==> src/rtl/core_pkg.sv <==
`default_nettype none
// ============================================================================
// Module      : core_pkg
// Description : Shared encodings for the multicycle RV32I control path.
// Revision    : 1.0 - initial release
// ============================================================================
package core_pkg;

    typedef enum logic [3:0] {
        S_FETCH    = 4'd0,
        S_DECODE   = 4'd1,
        S_MEMADR   = 4'd2,
        S_MEMREAD  = 4'd3,
        S_MEMWB    = 4'd4,
        S_MEMWRITE = 4'd5,
        S_EXECR    = 4'd6,
        S_EXECI    = 4'd7,
        S_ALUWB    = 4'd8,
        S_BRANCH   = 4'd9,
        S_JAL      = 4'd10,
        S_JALR     = 4'd11,
        S_LINK     = 4'd12,
        S_LUI      = 4'd13,
        S_AUIPC    = 4'd14,
        S_ERROR    = 4'd15
    } state_t;

    localparam logic [6:0] c_OP_LOAD   = 7'h03;
    localparam logic [6:0] c_OP_STORE  = 7'h23;
    localparam logic [6:0] c_OP_RTYPE  = 7'h33;
    localparam logic [6:0] c_OP_ITYPE  = 7'h13;
    localparam logic [6:0] c_OP_BRANCH = 7'h63;
    localparam logic [6:0] c_OP_JAL    = 7'h6F;
    localparam logic [6:0] c_OP_JALR   = 7'h67;
    localparam logic [6:0] c_OP_LUI    = 7'h37;
    localparam logic [6:0] c_OP_AUIPC  = 7'h17;

    localparam logic [2:0] c_IMM_I = 3'b000;
    localparam logic [2:0] c_IMM_S = 3'b001;
    localparam logic [2:0] c_IMM_B = 3'b010;
    localparam logic [2:0] c_IMM_J = 3'b011;
    localparam logic [2:0] c_IMM_U = 3'b100;

    localparam logic [3:0] c_ALU_ADD  = 4'd0;
    localparam logic [3:0] c_ALU_SUB  = 4'd1;
    localparam logic [3:0] c_ALU_AND  = 4'd2;
    localparam logic [3:0] c_ALU_OR   = 4'd3;
    localparam logic [3:0] c_ALU_XOR  = 4'd4;
    localparam logic [3:0] c_ALU_SLL  = 4'd5;
    localparam logic [3:0] c_ALU_SRL  = 4'd6;
    localparam logic [3:0] c_ALU_SRA  = 4'd7;
    localparam logic [3:0] c_ALU_SLT  = 4'd8;
    localparam logic [3:0] c_ALU_SLTU = 4'd9;

    localparam logic [1:0] c_SRCA_PC    = 2'b00;
    localparam logic [1:0] c_SRCA_OLDPC = 2'b01;
    localparam logic [1:0] c_SRCA_RS1   = 2'b10;
    localparam logic [1:0] c_SRCA_ZERO  = 2'b11;

    localparam logic [1:0] c_SRCB_RS2  = 2'b00;
    localparam logic [1:0] c_SRCB_IMM  = 2'b01;
    localparam logic [1:0] c_SRCB_FOUR = 2'b10;

    localparam logic [1:0] c_RES_ALUOUT    = 2'b00;
    localparam logic [1:0] c_RES_MEMDATA   = 2'b01;
    localparam logic [1:0] c_RES_ALURESULT = 2'b10;

    localparam logic c_ADR_PC     = 1'b0;
    localparam logic c_ADR_RESULT = 1'b1;

endpackage
`default_nettype wire

==> src/rtl/alu_decoder.sv <==
`default_nettype none
// ============================================================================
// Module      : alu_decoder
// Description : Maps funct3/funct7b5/op to the ALU operation code.
// Revision    : 1.0 - initial release
// ============================================================================
module alu_decoder
    import core_pkg::*;
(
    input  logic [6:0] op,
    input  logic [2:0] funct3,
    input  logic       funct7b5,
    output logic [3:0] ALUControl
);

    // Bit 30 is part of the immediate for addi, so SUB is R-type only.
    logic w_is_sub;
    assign w_is_sub = (op == c_OP_RTYPE) && funct7b5;

    always_comb begin
        ALUControl = c_ALU_ADD;
        case (funct3)
            3'b000:  ALUControl = w_is_sub ? c_ALU_SUB : c_ALU_ADD;
            3'b001:  ALUControl = c_ALU_SLL;
            3'b010:  ALUControl = c_ALU_SLT;
            3'b011:  ALUControl = c_ALU_SLTU;
            3'b100:  ALUControl = c_ALU_XOR;
            3'b101:  ALUControl = funct7b5 ? c_ALU_SRA : c_ALU_SRL;
            3'b110:  ALUControl = c_ALU_OR;
            3'b111:  ALUControl = c_ALU_AND;
            default: ALUControl = c_ALU_ADD;
        endcase
    end

endmodule
`default_nettype wire

==> src/rtl/multicycle_controller.sv <==
`default_nettype none
// ============================================================================
// Module      : multicycle_controller
// Description : Main control FSM of the multicycle RV32I core.
// Revision    : 1.0 - initial release
// ============================================================================
module multicycle_controller
    import core_pkg::*;
#(
    parameter int HAS_MEM_READY = 1
) (
    input  logic       clk,
    input  logic       reset,
    input  logic [6:0] op,
    input  logic [2:0] funct3,
    input  logic       funct7b5,
    input  logic       Zero,
    input  logic       Lt,
    input  logic       Ltu,
    input  logic       MemReady,
    output logic [2:0] ImmSrc,
    output logic [1:0] ALUSrcA,
    output logic [1:0] ALUSrcB,
    output logic [3:0] ALUControl,
    output logic [1:0] ResultSrc,
    output logic       AdrSrc,
    output logic       IRWrite,
    output logic       PCWrite,
    output logic       RegWrite,
    output logic       MemWrite,
    output logic       MemReq,
    output logic       IllegalInstr
);

    state_t     r_state;
    state_t     w_next_state;
    logic       w_ready;
    logic       w_taken;
    logic [3:0] w_alu_ctrl;

    assign w_ready = (HAS_MEM_READY != 0) ? MemReady : 1'b1;

    alu_decoder u_alu_decoder (
        .op         (op),
        .funct3     (funct3),
        .funct7b5   (funct7b5),
        .ALUControl (w_alu_ctrl)
    );

    always_comb begin
        w_taken = 1'b0;
        case (funct3)
            3'b000:  w_taken = Zero;
            3'b001:  w_taken = !Zero;
            3'b100:  w_taken = Lt;
            3'b101:  w_taken = !Lt;
            3'b110:  w_taken = Ltu;
            3'b111:  w_taken = !Ltu;
            default: w_taken = 1'b0;
        endcase
    end

    always_ff @(posedge clk) begin
        if (reset) r_state <= S_FETCH;
        else       r_state <= w_next_state;
    end

    always_comb begin
        w_next_state = r_state;
        case (r_state)
            S_FETCH:    w_next_state = w_ready ? S_DECODE : S_FETCH;
            S_DECODE: begin
                case (op)
                    c_OP_LOAD, c_OP_STORE: w_next_state = S_MEMADR;
                    c_OP_RTYPE:  w_next_state = S_EXECR;
                    c_OP_ITYPE:  w_next_state = S_EXECI;
                    c_OP_BRANCH: w_next_state = (funct3[2:1] == 2'b01) ? S_ERROR : S_BRANCH;
                    c_OP_JAL:    w_next_state = S_JAL;
                    c_OP_JALR:   w_next_state = S_JALR;
                    c_OP_LUI:    w_next_state = S_LUI;
                    c_OP_AUIPC:  w_next_state = S_AUIPC;
                    default:     w_next_state = S_ERROR;
                endcase
            end
            S_MEMADR:   w_next_state = (op == c_OP_LOAD) ? S_MEMREAD : S_MEMWRITE;
            S_MEMREAD:  w_next_state = w_ready ? S_MEMWB : S_MEMREAD;
            S_MEMWB:    w_next_state = S_FETCH;
            S_MEMWRITE: w_next_state = w_ready ? S_FETCH : S_MEMWRITE;
            S_EXECR, S_EXECI, S_JAL, S_LINK, S_LUI, S_AUIPC:
                        w_next_state = S_ALUWB;
            S_ALUWB:    w_next_state = S_FETCH;
            S_BRANCH:   w_next_state = S_FETCH;
            S_JALR:     w_next_state = S_LINK;
            S_ERROR:    w_next_state = S_ERROR;
            default:    w_next_state = S_FETCH;
        endcase
    end

    always_comb begin
        ImmSrc       = c_IMM_I;
        ALUSrcA      = c_SRCA_PC;
        ALUSrcB      = c_SRCB_RS2;
        ALUControl   = c_ALU_ADD;
        ResultSrc    = c_RES_ALUOUT;
        AdrSrc       = c_ADR_PC;
        IRWrite      = 1'b0;
        PCWrite      = 1'b0;
        RegWrite     = 1'b0;
        MemWrite     = 1'b0;
        MemReq       = 1'b0;
        IllegalInstr = 1'b0;
        case (r_state)
            S_FETCH: begin
                MemReq    = 1'b1;
                ALUSrcB   = c_SRCB_FOUR;
                ResultSrc = c_RES_ALURESULT;
                IRWrite   = w_ready;
                PCWrite   = w_ready;
            end
            S_DECODE: begin
                // JAL consumes the DECODE-computed target, so it needs the J immediate here.
                ALUSrcA = c_SRCA_OLDPC;
                ALUSrcB = c_SRCB_IMM;
                ImmSrc  = (op == c_OP_JAL) ? c_IMM_J : c_IMM_B;
            end
            S_MEMADR: begin
                ALUSrcA = c_SRCA_RS1;
                ALUSrcB = c_SRCB_IMM;
                ImmSrc  = (op == c_OP_LOAD) ? c_IMM_I : c_IMM_S;
            end
            S_MEMREAD: begin
                MemReq = 1'b1;
                AdrSrc = c_ADR_RESULT;
            end
            S_MEMWB: begin
                ResultSrc = c_RES_MEMDATA;
                RegWrite  = 1'b1;
            end
            S_MEMWRITE: begin
                MemReq   = 1'b1;
                MemWrite = 1'b1;
                AdrSrc   = c_ADR_RESULT;
            end
            S_EXECR: begin
                ALUSrcA    = c_SRCA_RS1;
                ALUControl = w_alu_ctrl;
            end
            S_EXECI: begin
                ALUSrcA    = c_SRCA_RS1;
                ALUSrcB    = c_SRCB_IMM;
                ALUControl = w_alu_ctrl;
            end
            S_ALUWB:  RegWrite = 1'b1;
            S_BRANCH: begin
                ALUSrcA    = c_SRCA_RS1;
                ALUControl = c_ALU_SUB;
                PCWrite    = w_taken;
            end
            S_JAL: begin
                ALUSrcA = c_SRCA_OLDPC;
                ALUSrcB = c_SRCB_FOUR;
                PCWrite = 1'b1;
            end
            S_JALR: begin
                ALUSrcA   = c_SRCA_RS1;
                ALUSrcB   = c_SRCB_IMM;
                ResultSrc = c_RES_ALURESULT;
                PCWrite   = 1'b1;
            end
            S_LINK: begin
                ALUSrcA = c_SRCA_OLDPC;
                ALUSrcB = c_SRCB_FOUR;
            end
            S_LUI: begin
                ALUSrcA = c_SRCA_ZERO;
                ALUSrcB = c_SRCB_IMM;
                ImmSrc  = c_IMM_U;
            end
            S_AUIPC: begin
                ALUSrcA = c_SRCA_OLDPC;
                ALUSrcB = c_SRCB_IMM;
                ImmSrc  = c_IMM_U;
            end
            S_ERROR:  IllegalInstr = 1'b1;
            default:  ;
        endcase
        // Reset squashes every request in the same cycle, not one edge later.
        if (reset) begin
            ImmSrc       = 3'b000;
            ALUSrcA      = 2'b00;
            ALUSrcB      = 2'b00;
            ALUControl   = 4'b0000;
            ResultSrc    = 2'b00;
            AdrSrc       = 1'b0;
            IRWrite      = 1'b0;
            PCWrite      = 1'b0;
            RegWrite     = 1'b0;
            MemWrite     = 1'b0;
            MemReq       = 1'b0;
            IllegalInstr = 1'b0;
        end
    end

endmodule
`default_nettype wire

==> config.mk <==
export PLATFORM = sky130hd
export DESIGN_NAME = multicycle_controller
export DESIGN_NICKNAME = d
export VERILOG_FILES = /design/src/rtl/core_pkg.sv /design/src/rtl/alu_decoder.sv /design/src/rtl/multicycle_controller.sv
export SDC_FILE = /design/constraint.sdc
export NUM_CORES = 1
export LEC_CHECK = 0
export BUFFER_PORTS_ARGS = -buffer_cell sky130_fd_sc_hd__buf_2
export CORE_AREA = 4 4 50 52
export CTS_BUF_LIST = sky130_fd_sc_hd__clkbuf_8 sky130_fd_sc_hd__clkbuf_16
export DETAILED_ROUTE_END_ITERATION = 10
export DIE_AREA = 0 0 54 56
export GPL_TIMING_DRIVEN = 0
export MAX_ROUTING_LAYER = met4
export PLACE_DENSITY = 0.76
export SYNTH_ARGS = -nofsm -noshare
export SYNTH_HDL_FRONTEND = slang
export SYNTH_HIERARCHICAL = 1
export SYNTH_SLANG_ARGS = --single-unit
==> constraint.sdc <==
create_clock -name clk -period 1.9 [get_ports clk]
set_clock_uncertainty 0.1 [all_clocks]
set_input_delay 0.285 -clock clk [delete_from_list [all_inputs] [get_ports clk]]
set_output_delay 0.285 -clock clk [all_outputs]
set_load 0.05 [all_outputs]
Word-level counts from Yosys, hierarchy flattened
Index checks and enable logic that the tools add are counted.

Bits in registers: 4. Input bits: 17. Logic and storage cells: 90.

Eq/ne operators: 32. Muxes and demuxes: 37. Reductions and logical operators: 20.

Operator list (count): 4-bit case mux with 8 select lines (2); 4-bit case mux with 9 select lines (1); 4-bit equality test (second input constant) (8); 7-bit by 6-bit equality test with 1-bit output (second input constant) (3); 7-bit equality test (second input constant) (3); 1-bit two-way mux (18); 4-bit by 3-bit equality test with 1-bit output (second input constant) (4); 3-bit two-way mux (5); 7-bit by 5-bit equality test with 1-bit output (second input constant) (2); 2-bit OR reduction (7); 3-bit equality test (second input constant) (4); 6-bit OR reduction (2); 3-bit case mux with 3 select lines (1); 3-bit OR reduction (3); 4-bit by 2-bit equality test with 1-bit output (second input constant) (2); 2-bit case mux with 2 select lines (2); 4-bit case mux with 2 select lines (1); 7-bit by 2-bit equality test with 1-bit output (second input constant) (1); 3-bit by 2-bit equality test with 1-bit output (second input constant) (2); 2-bit two-way mux (3); 1-bit case mux with 6 select lines (1); 2-bit case mux with 3 select lines (1); 5-bit OR reduction (1); 4-bit by 1-bit equality test with 1-bit output (second input constant) (1); other kinds (9) (11).

Longest topological paths before layout
Gate-level depths: netlist of the first run.

Depth in word-level cells: 6. Gate-level depth with buffers: 6. Gate-level depth less buffers: 5.

By module
Netlist of the first run, hierarchy kept.

Modules (own cells, without submodules): multicycle_controller (instances 1, cells each 133, area an instance 859.6 um^2, seq. area each 80.1 um^2); alu_decoder (instances 1, cells each 12, area an instance 73.8 um^2, seq. area each 0.0 um^2).

Worst setup path after synthesis of the first run
Ideal clock, no wire load.

Path kind: flip-flop to output port. Start: register r_state[0]. End: output AdrSrc. Data arrival time: 2487 ps. Required time: 1515 ps. Setup slack: -972 ps. Cell stages (with the launch flop): 5. Path buffers: 2. Cells stage by stage: dfxtp_1 -> clkbuf_8 -> clkbuf_1 -> inv_1 -> nor4b_1.

Cells in the longest elaborated chain, start to end: 4.

RTL lines: start, declared (line multicycle_controller.sv:35) `state_t r_state;`; start signal, assigned (line multicycle_controller.sv:65) `else r_state <= w_next_state;`; 4-bit by 3-bit equality test with 1-bit output or 4-bit by 2-bit equality test with 1-bit output (tied branches) (line multicycle_controller.sv:112) `case (r_state)`; 2-bit OR reduction (no source line) *; 1-bit two-way mux * (line multicycle_controller.sv:112); 1-bit two-way mux * (line multicycle_controller.sv:188) `if (reset) begin`; end, declared (line multicycle_controller.sv:26) `output logic AdrSrc,`.

Every way passes the cells marked *; elsewhere a longest branch is shown, timed or not.

Worst setup path in the final report of the first run
Start: input op[2]. End: output ALUControl[0].

Cells in the longest elaborated chain, start to end: 6.

RTL lines: start, declared (line multicycle_controller.sv:14) `input logic [6:0] op,`; 7-bit by 6-bit equality test with 1-bit output (line alu_decoder.sv:18) `assign w_is_sub = (op == c_OP_RTYPE) && funct7b5;`; 1-bit logical AND (line alu_decoder.sv:18); 1-bit two-way mux (line alu_decoder.sv:23) `3'b000: ALUControl = w_is_sub ? c_ALU_SUB : c_ALU_ADD;`; 4-bit case mux with 8 select lines (line alu_decoder.sv:22) `case (funct3)`; via w_alu_ctrl[0] (line multicycle_controller.sv:39) `logic [3:0] w_alu_ctrl;`; 4-bit case mux with 2 select lines (line multicycle_controller.sv:112); 4-bit two-way mux (line multicycle_controller.sv:188); end, declared (line multicycle_controller.sv:24) `output logic [3:0] ALUControl,`.

The timed path passes the listed nets, and every way through them passes these cells.

==> impl_metrics.yaml, run 1 <==
die:
  die_area_mm2: 0.003024
  initial_core_util_pct: 44.33
  row_count: 17
  die_h_um: 56
  core_mm2: 0.002106
  pin_count: 37
  fp.dieW_um: 54
sta:
  finalSetupViolCount: 3
  max_freq_mhz: 504.5
  fin_ws_ns: -0.08234
  setup_tns_ns: -0.1514
  max_slew_margin_pct: 68.95
  fin_crit_ns: 1.982
  fin_crit_sh_pct: 104.3
  hold_viol: 0
  rsz0062_at_grt: "true"
  drv_slew: 0
  worstMarginPinSlew_ns: 0.4540
detailed_routing:
  first_pass_iters: 4
  via_per_inst: 5.865
  ant_nets: 0
  drt_first_iter_violations: 25
  wl_per_cell_um: 15.49
  drc: 0
  wl_um: 3454
  via_count: 1308
synth:
  synth_cells: 145
  avgSynthCellArea_um2: 6.437
  yosys-mux-area-fraction_pct: 2.279
  synth_top_area_share_pct: 8.579
  synth.distinct_cells: 49
  yosysWarnings: 6
  synth_fp_nets: 162
  synth_edf_count: 0
  synth_adder_area_share_pct: 0
  async_flop_share_pct: 0
  synth_xor_area_share_pct: 3.753
  ys_seq_area_share_pct: 8.579
  yosys-top-cells-area: "dfxtp_1 8.6%, nor2_1 7.6%, a21oi_1 7.0%"
  synth-compound-area-share_pct: 26.01
  synth_largest_area_cell: "dfxtp_1"
  ys.flop_type: "dfxtp_1"
  synth_top_family_by_area: "simple AND/OR/NAND/NOR gates"
  synth_seq_cells: 4
  yosys.area_share.simple_pct: 49.87
  syn-cell-area_um2: 933.4
clock_network:
  clkSlewWorstSetupHoldPaths_ns: 0.03
  clkSinkCount: 4
  cts_root_buf: "clkbuf_8"
  cts.htree.levels: 1
  insertion_delay_ns: 0.21
  cts_tree: "built"
  cts-hold-fix-buffers: 0
  numCtsBuffers: 3
  clock_path_buffers: 2
power_and_ir_drop:
  p_per_area_mw_per_mm2: 1178
  ir_drop_uv: 775.3
  leakage_uw: 0.0006928
layout:
  final_cells: 223
  nets: 214
  drive_gt1_share_pct: 59.49
  largestRegisters: "r_state (4)"
  largest_reg_flops: 4
  final_util_pct: 80.10
  largest-register: "r_state"
  antenna_cells: 0
  syn2layout_area_growth_pct: 80.70
job:
  cap_violations: 0
place:
  gp_congestion: 0.9538
  dpl.hpwl_um: 2237
  dp.cells: 209
  portBuffers: 36
global_routing:
  grt_pass1_wl_um: 5188
  grt-ovfl-total: 0
  first_global_vias: 1202
  antenna_found_initial: 0
  grt_max_degree: 11
  track_usage_pct: 22.09
status:
  violations: "negative setup slack"
  status: "complete, but fails checks"
worst_setup_path:
  worstPathArrival_ns: 1.60
  path_max_fanout: 4
  worst_ep_required_time_ns: 1.51
  end_kind: "primary output"
  crit_type: "in -> out"
  start_kind: "primary input"
hold_path:
  min_path_type: "in -> reg"
==> synth_stat cells, types with 2 or more instances <==
| library cell | instances |
|---|---|
| nor2_1 | 19 |
| o21ai_0 | 5 |
| nand2b_1 | 6 |
| nand2_1 | 12 |
| buf_4 | 2 |
| xor2_1 | 3 |
| nand3_1 | 7 |
| nor4_1 | 5 |
| a211oi_1 | 3 |
| o31ai_1 | 2 |
| nor3_1 | 8 |
| clkbuf_1 | 4 |
| or3_1 | 3 |
| nor2b_1 | 4 |
| or2_2 | 2 |
| and2b_2 | 4 |
| and3_1 | 4 |
| a21oi_1 | 13 |
| dfxtp_1 | 4 |
| inv_1 | 4 |
| clkbuf_8 | 2 |
| a21o_1 | 2 |
==> final cells by class <==
type                    count  area [um2]
repair buffers             47       382.9
inverters                   4       22.52
fillers                   133       419.2
flip-flops and latches      4       87.58
multi-input cells         127        1002
clock buffers               3       41.29
plain buffers              10       115.1
well taps                  28       35.03
==> critical path, cell delays in order <==
cell	delay, ns
buf_8	0.10
or4_4	0.52
nor3_2	0.11
a211o_1	0.17
a32oi_2	0.15
nor2_4	0.11
buf_8	0.15
==> metrics by stage <==
stage	total power, uW	setup slack (ns)	hold WS (ns)	instance area [um2]
2_1_floorplan	1050	-0.3523	0.4261	1037
3_3_place_gp	1265	-0.2597	0.6538	1252
3_5_place_dp	1273	-0.2787	0.6600	1252
4_1_cts	1672	-0.08057	0.3757	1484
5_1_grt	2091	-0.1131	0.3830	1687
6_report	1987	-0.08234	0.3725	1687
==> kinds of logic (layout without fill, tap and decap cells) <==
| family | Yosys count | in the layout |
|---|---|---|
| buf+inv | 14 | 64 |
| mux | 2 | 2 |
| compound gates | 37 | 37 |
| simple gates | 84 | 84 |
| flops | 4 | 4 |
| xor+xnor | 4 | 4 |
==> report_power, final <==
group / internal (uW) / total (uW) / switching (uW)
Clock: 135 / 181 / 45.3
Combinational: 697 / 1650 / 955
Sequential: 120 / 154 / 34.2
==> layout by cell type, fill, tap and decap left out, types with 2 or more instances in the layout <==
cell,count
nor2b_1,2
nor2b_2,2
nand2b_1,5
nand2_2,3
or2_2,2
and3_1,4
clkbuf_4,2
o21ai_0,4
or3_1,3
nand3_1,5
inv_1,2
buf_12,2
o31ai_1,2
a21oi_1,9
a21o_1,2
clkinvlp_4,2
buf_8,7
buf_2,18
buf_6,9
nor3_2,7
nor2_1,10
nor2_2,4
xor2_1,2
a21oi_2,4
nor3_4,2
buf_4,17
nand2_1,9
dfxtp_2,3
nor4_2,3
clkbuf_8,4
nand3_2,2
nor2_4,5
and2b_2,4
==> timing repair <==
item,4_1_cts,5_1_grt
resized for setup,50,43
pin swaps,8,12
endpoints found under the setup margin,15,17
setup buffers,4,7
==> routing by layer <==
metal  part of all wire [%]  vias to the layer above  track usage, %
met5                      0                        -               -
met2                     52                       59           37.72
met1                     40                      597           26.44
met4                    2.4                        0           7.829
li1                       -                      641               -
met3                    5.4                       11           1.340
==> final timing paths <==
kind | start | to | slack, ns | cells past startpoint
setup / recovery | op[2] | ALUControl[0] | -0.08 | 7
hold / removal | op[6] | r_state[0]$_SDFF_PP0_ | 0.37 | 4
setup reg to reg | r_state[2]$_SDFF_PP0_ | r_state[2]$_SDFF_PP0_ | 0.34 | 6
hold reg to reg | r_state[1]$_SDFF_PP0_ | r_state[1]$_SDFF_PP0_ | 0.61 | 3
Note: power is estimated with default switching activity, not from simulation.
==> run 2, diff against run 1 <==
--- a/config.mk
+++ b/config.mk
@@ -7,7 +7,6 @@
 export LEC_CHECK = 0
 export BUFFER_PORTS_ARGS = -buffer_cell sky130_fd_sc_hd__buf_2
 export CORE_AREA = 4 4 50 52
-export CTS_BUF_LIST = sky130_fd_sc_hd__clkbuf_8 sky130_fd_sc_hd__clkbuf_16
 export DETAILED_ROUTE_END_ITERATION = 10
 export DIE_AREA = 0 0 54 56
 export GPL_TIMING_DRIVEN = 0
==> impl_metrics.yaml, run 2 (synthesized netlist as in run 1, its figures left out) <==
sta:
  fin_crit_ns: 2.002
  holdWs_ns: 0.3539
  max_slew_margin_pct: 67.60
  drv_slew: 0
  finalSetupViolCount: 5
  max_freq_mhz: 499.6
  rsz0062_at_grt: "true"
  worstMarginPinSlew_ns: 0.4738
  fin_ws_ns: -0.1018
  hold_viol: 0
  setup_tns_ns: -0.2895
  fin_crit_sh_pct: 105.4
worst_setup_path:
  start_kind: "flip-flop"
  worst_ep_required_time_ns: 1.51
  crit_type: "reg -> out"
  endpoint: "AdrSrc"
  path_max_fanout: 7
  worstSetupStartpoint: "r_state[1]$_SDFF_PP0_"
  end_kind: "primary output"
  reg2reg_slack_ns: 0.29
  worstPathArrival_ns: 1.62
  reg2reg_depth: 5
  timing.rr.start: "r_state[3]$_SDFF_PP0_"
  reg2reg_to: "r_state[2]$_SDFF_PP0_"
global_routing:
  grt_max_degree: 11
  first_global_vias: 1225
  grt-ovfl-total: 0
  antenna_found_initial: 0
  grt_pass1_wl_um: 5306
  track_usage_pct: 23.01
power_and_ir_drop:
  leakage_uw: 0.0007415
  ir_drop_uv: 727.6
  totalPowerFinal_uw: 2017
  p_per_area_mw_per_mm2: 1161
die:
  die_h_um: 56
  fp.dieW_um: 54
  core_mm2: 0.002106
  row_count: 17
  die_area_mm2: 0.003024
  initial_core_util_pct: 44.33
  pin_count: 37
status:
  status: "complete, but fails checks"
  violations: "negative setup slack"
place:
  gp_congestion: 0.9538
  portBuffers: 36
  dpl.hpwl_um: 2237
detailed_routing:
  drt_first_iter_violations: 65
  wl_um: 4092
  via_per_inst: 6.182
  first_pass_iters: 4
  via_count: 1428
  wl_per_cell_um: 17.71
  drc: 0
  ant_nets: 0
job:
  cap_violations: 0
layout:
  num-fill-cells: 134
  nets: 222
  multi_input_area_um2: 994.7
  largestRegisters: "r_state (4)"
  layout_commonest_cell: "buf_4"
  syn2layout_area_growth_pct: 86.06
  drive_gt1_share_pct: 60.10
  final_util_pct: 82.47
  layout_common_cells: "24 x buf_4, 16 x buf_2, 10 x nor2_1, 10 x a21oi_1, 10 x buf_6"
  largest-register: "r_state"
  antenna_cells: 0
  seq_area_um2: 87.58
  largest_reg_flops: 4
clock_network:
  cts.htree.levels: 1
  insertion_delay_ns: 0.23
  numCtsBuffers: 3
  clock_path_buffers: 2
  cts_tree: "built"
  clkSlewWorstSetupHoldPaths_ns: 0.04
  clkSinkCount: 4
  cts_root_buf: "clkbuf_4"
  cts-hold-fix-buffers: 0
hold_path:
  min_path_type: "in -> reg"
  holdPathStages: 4
## run 2: changes by cell type in the layout (fill, tap and decap cells not counted), moves of 2 or more
cell      previous run  this run
buf_2               18        16
clkbuf_4             2         6
clkbuf_8             4         2
buf_4               17        24
## run 2: critical path, cell delays in order, from the launching register on
cell and delay (ns):
dfxtp_4 0.38, buf_8 0.13, xor2_1 0.29, nor4b_2 0.32
buf_4 0.26
## run 2: through the flow
| stage | instances | cell area, um2 | setup slack [ns] |
|---|---|---|---|
| 6_report | 231 | 1737 | -0.1018 |
| 5_1_grt | 231 | 1737 | -0.1234 |
| 4_1_cts | 217 | 1500 | -0.06534 |
| 3_5_place_dp | 209 | 1252 | -0.2787 |
| 3_3_place_gp | 209 | 1252 | -0.2597 |
| 2_1_floorplan | 145 | 1037 | -0.3523 |
## run 2: worst min-delay path by stage
stage | startpoint | end | slack, ns
2_1_floorplan | op[4] | r_state[0]$_SDFF_PP0_ | 0.43
3_3_place_gp | op[6] | r_state[0]$_SDFF_PP0_ | 0.65
3_5_place_dp | reset | r_state[0]$_SDFF_PP0_ | 0.66
4_1_cts | op[6] | r_state[0]$_SDFF_PP0_ | 0.35
5_1_grt | op[6] | r_state[0]$_SDFF_PP0_ | 0.36
6_report | op[6] | r_state[0]$_SDFF_PP0_ | 0.35
## run 2: where the power goes
group	total (uW)	leakage (uW)	internal, uW	switching, uW
Combinational	1760	0.000693	741	1010
Clock	106	0.0000138	70.7	35.3
Sequential	155	0.0000347	120	35.2
Total	2020	0.000741	932	1090
## run 2: metal layers
layer  track usage (%)  wire length, um  vias up
met2             39.27             2040       84
li1                  -                -      660
met4             9.964              133        0
met1             26.76             1628      670
met5                 -                0        -
met3             1.340              290       14
## run 2: cell type report
class,instances,share of cell area [%]
plain buffers,10,6.484
clock buffers,3,1.297
inverters,4,1.081
multi-input cells,127,57.28
flip-flops and latches,4,5.043
well taps,28,2.017
repair buffers,55,26.80
## run 2: repair_timing
| item | in CTS | in global routing |
|---|---|---|
| cloned | 0 | 1 |
| setup buffers | 5 | 13 |
| resized for setup | 56 | 36 |
| endpoints found under the setup margin | 18 | 18 |
| pin swaps | 11 | 5 |
==> run 3, diff against run 2 <==
--- a/config.mk
+++ b/config.mk
@@ -6,13 +6,12 @@
 export NUM_CORES = 1
 export LEC_CHECK = 0
 export BUFFER_PORTS_ARGS = -buffer_cell sky130_fd_sc_hd__buf_2
-export CORE_AREA = 4 4 50 52
+export CORE_AREA = 4 4 47 49
 export DETAILED_ROUTE_END_ITERATION = 10
-export DIE_AREA = 0 0 54 56
+export DIE_AREA = 0 0 51 53
 export GPL_TIMING_DRIVEN = 0
 export MAX_ROUTING_LAYER = met4
 export PLACE_DENSITY = 0.76
 export SYNTH_ARGS = -nofsm -noshare
 export SYNTH_HDL_FRONTEND = slang
-export SYNTH_HIERARCHICAL = 1
 export SYNTH_SLANG_ARGS = --single-unit
==> constraint.sdc (replaced) <==
create_clock -name clk -period 2 [get_ports clk]
set_clock_uncertainty 0.1 [all_clocks]
set_input_delay 0.3 -clock clk [delete_from_list [all_inputs] [get_ports clk]]
set_output_delay 0.3 -clock clk [all_outputs]
set_load 0.05 [all_outputs]
==> impl_metrics.yaml, run 3 <==
synth:
  yosysWarnings: 0
  synth.distinct_cells: 46
  synth_fp_nets: 139
  synth_seq_cells: 4
  ys_top_cells_by_count: "17 x nor2_1, 11 x nand2_1, 10 x a21oi_1"
  synth_cells: 122
  avgSynthCellArea_um2: 6.420
  synth_top_area_share_pct: 10.22
  syn-cell-area_um2: 783.3
  ys.flop_type: "dfxtp_1"
  synth_largest_area_cell: "dfxtp_1"
  ys_seq_area_share_pct: 10.22
  async_flop_share_pct: 0
  synth.most_common_cell: "nor2_1"
  yosys-top-cells-area: "dfxtp_1 10%, nor2_1 8.1%, a21oi_1 6.4%"
  synth_edf_count: 0
detailed_routing:
  top_layer: "met4"
  wl_um: 2504
  drc: 0
  wl_per_cell_um: 13.11
  via_count: 1059
  wl_met1_um: 1078
  ant_nets: 0
  via_per_inst: 5.545
  met2_length_um: 1261
  drt_first_iter_violations: 14
  routed-wl-met3_um: 130
  first_pass_iters: 4
clock_network:
  cts_tree: "built"
  cts.htree.levels: 1
  cts_root_buf: "clkbuf_4"
  insertion_delay_ns: 0.24
  clkSlewWorstSetupHoldPaths_ns: 0.04
  clkSinkCount: 4
  cts-hold-fix-buffers: 0
  clock_path_buffers: 2
  numCtsBuffers: 3
worst_setup_path:
  start_kind: "primary input"
  crit_type: "in -> out"
  end_kind: "primary output"
  worst_ep_required_time_ns: 1.60
  path_max_fanout: 7
  worstPathArrival_ns: 1.57
global_routing:
  grt_max_degree: 11
  grt_pass1_wl_um: 3712
  track_usage_pct: 17.75
  first_global_vias: 898
  antenna_found_initial: 0
  grt-ovfl-total: 0
die:
  die_area_mm2: 0.002703
  fp.dieW_um: 51
  initial_core_util_pct: 42.07
  row_count: 16
  pin_count: 37
  core_mm2: 0.001862
  die_h_um: 53
sta:
  drv_slew: 0
  finalSetupViolCount: 0
  worstMarginPinSlew_ns: 0.5536
  rsz0062_at_grt: "true"
  hold_viol: 0
  max_slew_margin_pct: 63.10
  holdWs_ns: 0.4099
  fin_crit_ns: 1.973
  max_freq_mhz: 506.9
  fin_crit_sh_pct: 98.64
power_and_ir_drop:
  p_per_area_mw_per_mm2: 1206
  leakage_uw: 0.0005103
  ir_drop_uv: 565.7
layout:
  largest-register: "r_state"
  drive_gt1_share_pct: 46.95
  layout_commonest_cell: "buf_2"
  layout_common_cells: "28 x buf_2, 15 x nor2_1, 11 x buf_4"
  nets: 183
  largest_reg_flops: 4
  largestRegisters: "r_state (4)"
  antenna_cells: 0
  syn2layout_area_growth_pct: 56.87
  final_util_pct: 65.99
hold_path:
  min_path_type: "in -> reg"
status:
  status: "complete, no violations"
job:
  cap_violations: 0
place:
  gp_congestion: 0.9039
  dpl.hpwl_um: 1855
  portBuffers: 35
-- run 3: metrics by stage --
stage           TNS, ns  power [uW]  instance area (um2)  setup slack, ns  instances
4_1_cts        -0.05731        1354                 1142         -0.03293        189
5_1_grt        -0.03305        1572                 1229         -0.02485        191
3_3_place_gp    -0.1673        1166                 1051          -0.1199        184
2_1_floorplan    -2.076       970.6                842.1          -0.5688        122
3_5_place_dp    -0.2025        1181                 1051          -0.1260        184
6_report              0        1481                 1229          0.02724        191
-- run 3: routing by layer --
layer  vias up  track usage, %
li1        542               -
met1       476           20.50
met2        37           33.05
met3         4           1.690
met4         0           4.036
met5         -               -
-- run 3: power by group --
group	leakage, uW	internal (uW)	switching (uW)
logic	0.000462	429	776
registers	0.0000347	119	58.8
clock network	0.0000138	67.1	32.2
total	0.000510	615	867
-- run 3: kinds of logic (layout without fill, tap and decap cells) --
group           Yosys count  in the layout  synth area share (%)
buf+inv                  12             54                 6.550
mux                       1              1                 1.278
flops                     4              4                 10.22
compound gates           36             36                 32.27
simple gates             63             63                 42.97
xor+xnor                  6              6                 6.710
-- run 3: final timing paths --
kind | from | end | slack, ns | cells past startpoint
setup / recovery | op[2] | ImmSrc[0] | 0.03 | 6
hold / removal | op[5] | r_state[1]$_SDFF_PP0_ | 0.41 | 3
setup reg to reg | r_state[1]$_SDFF_PP0_ | r_state[0]$_SDFF_PP0_ | 0.66 | 5
hold reg to reg | r_state[3]$_SDFF_PP0_ | r_state[3]$_SDFF_PP0_ | 0.63 | 3
-- run 3: final cells by class --
class,instances,area [um2]
inverter,3,11.26
buffer,8,62.56
sequential,4,87.58
tap,27,33.78
timing repair buffer,40,244.0
multi-input combinational,106,767.0
fill,170,633.1
clock buffer,3,22.52
-- run 3: worst max-delay path: stages --
cell	delay (ns)
buf_2	0.14
or4_4	0.56
o21ai_4	0.15
o31a_1	0.22
nor3_4	0.05
buf_6	0.16
-- run 3: repair_timing --
item / CTS / global route
resized for setup: 20 / 24
buffers inserted: 2 / 2
pin swaps: 1 / 6
hold endpoints to repair: 0 / 0
gates cloned: 0 / 1
endpoints found under the setup margin: 11 / 12
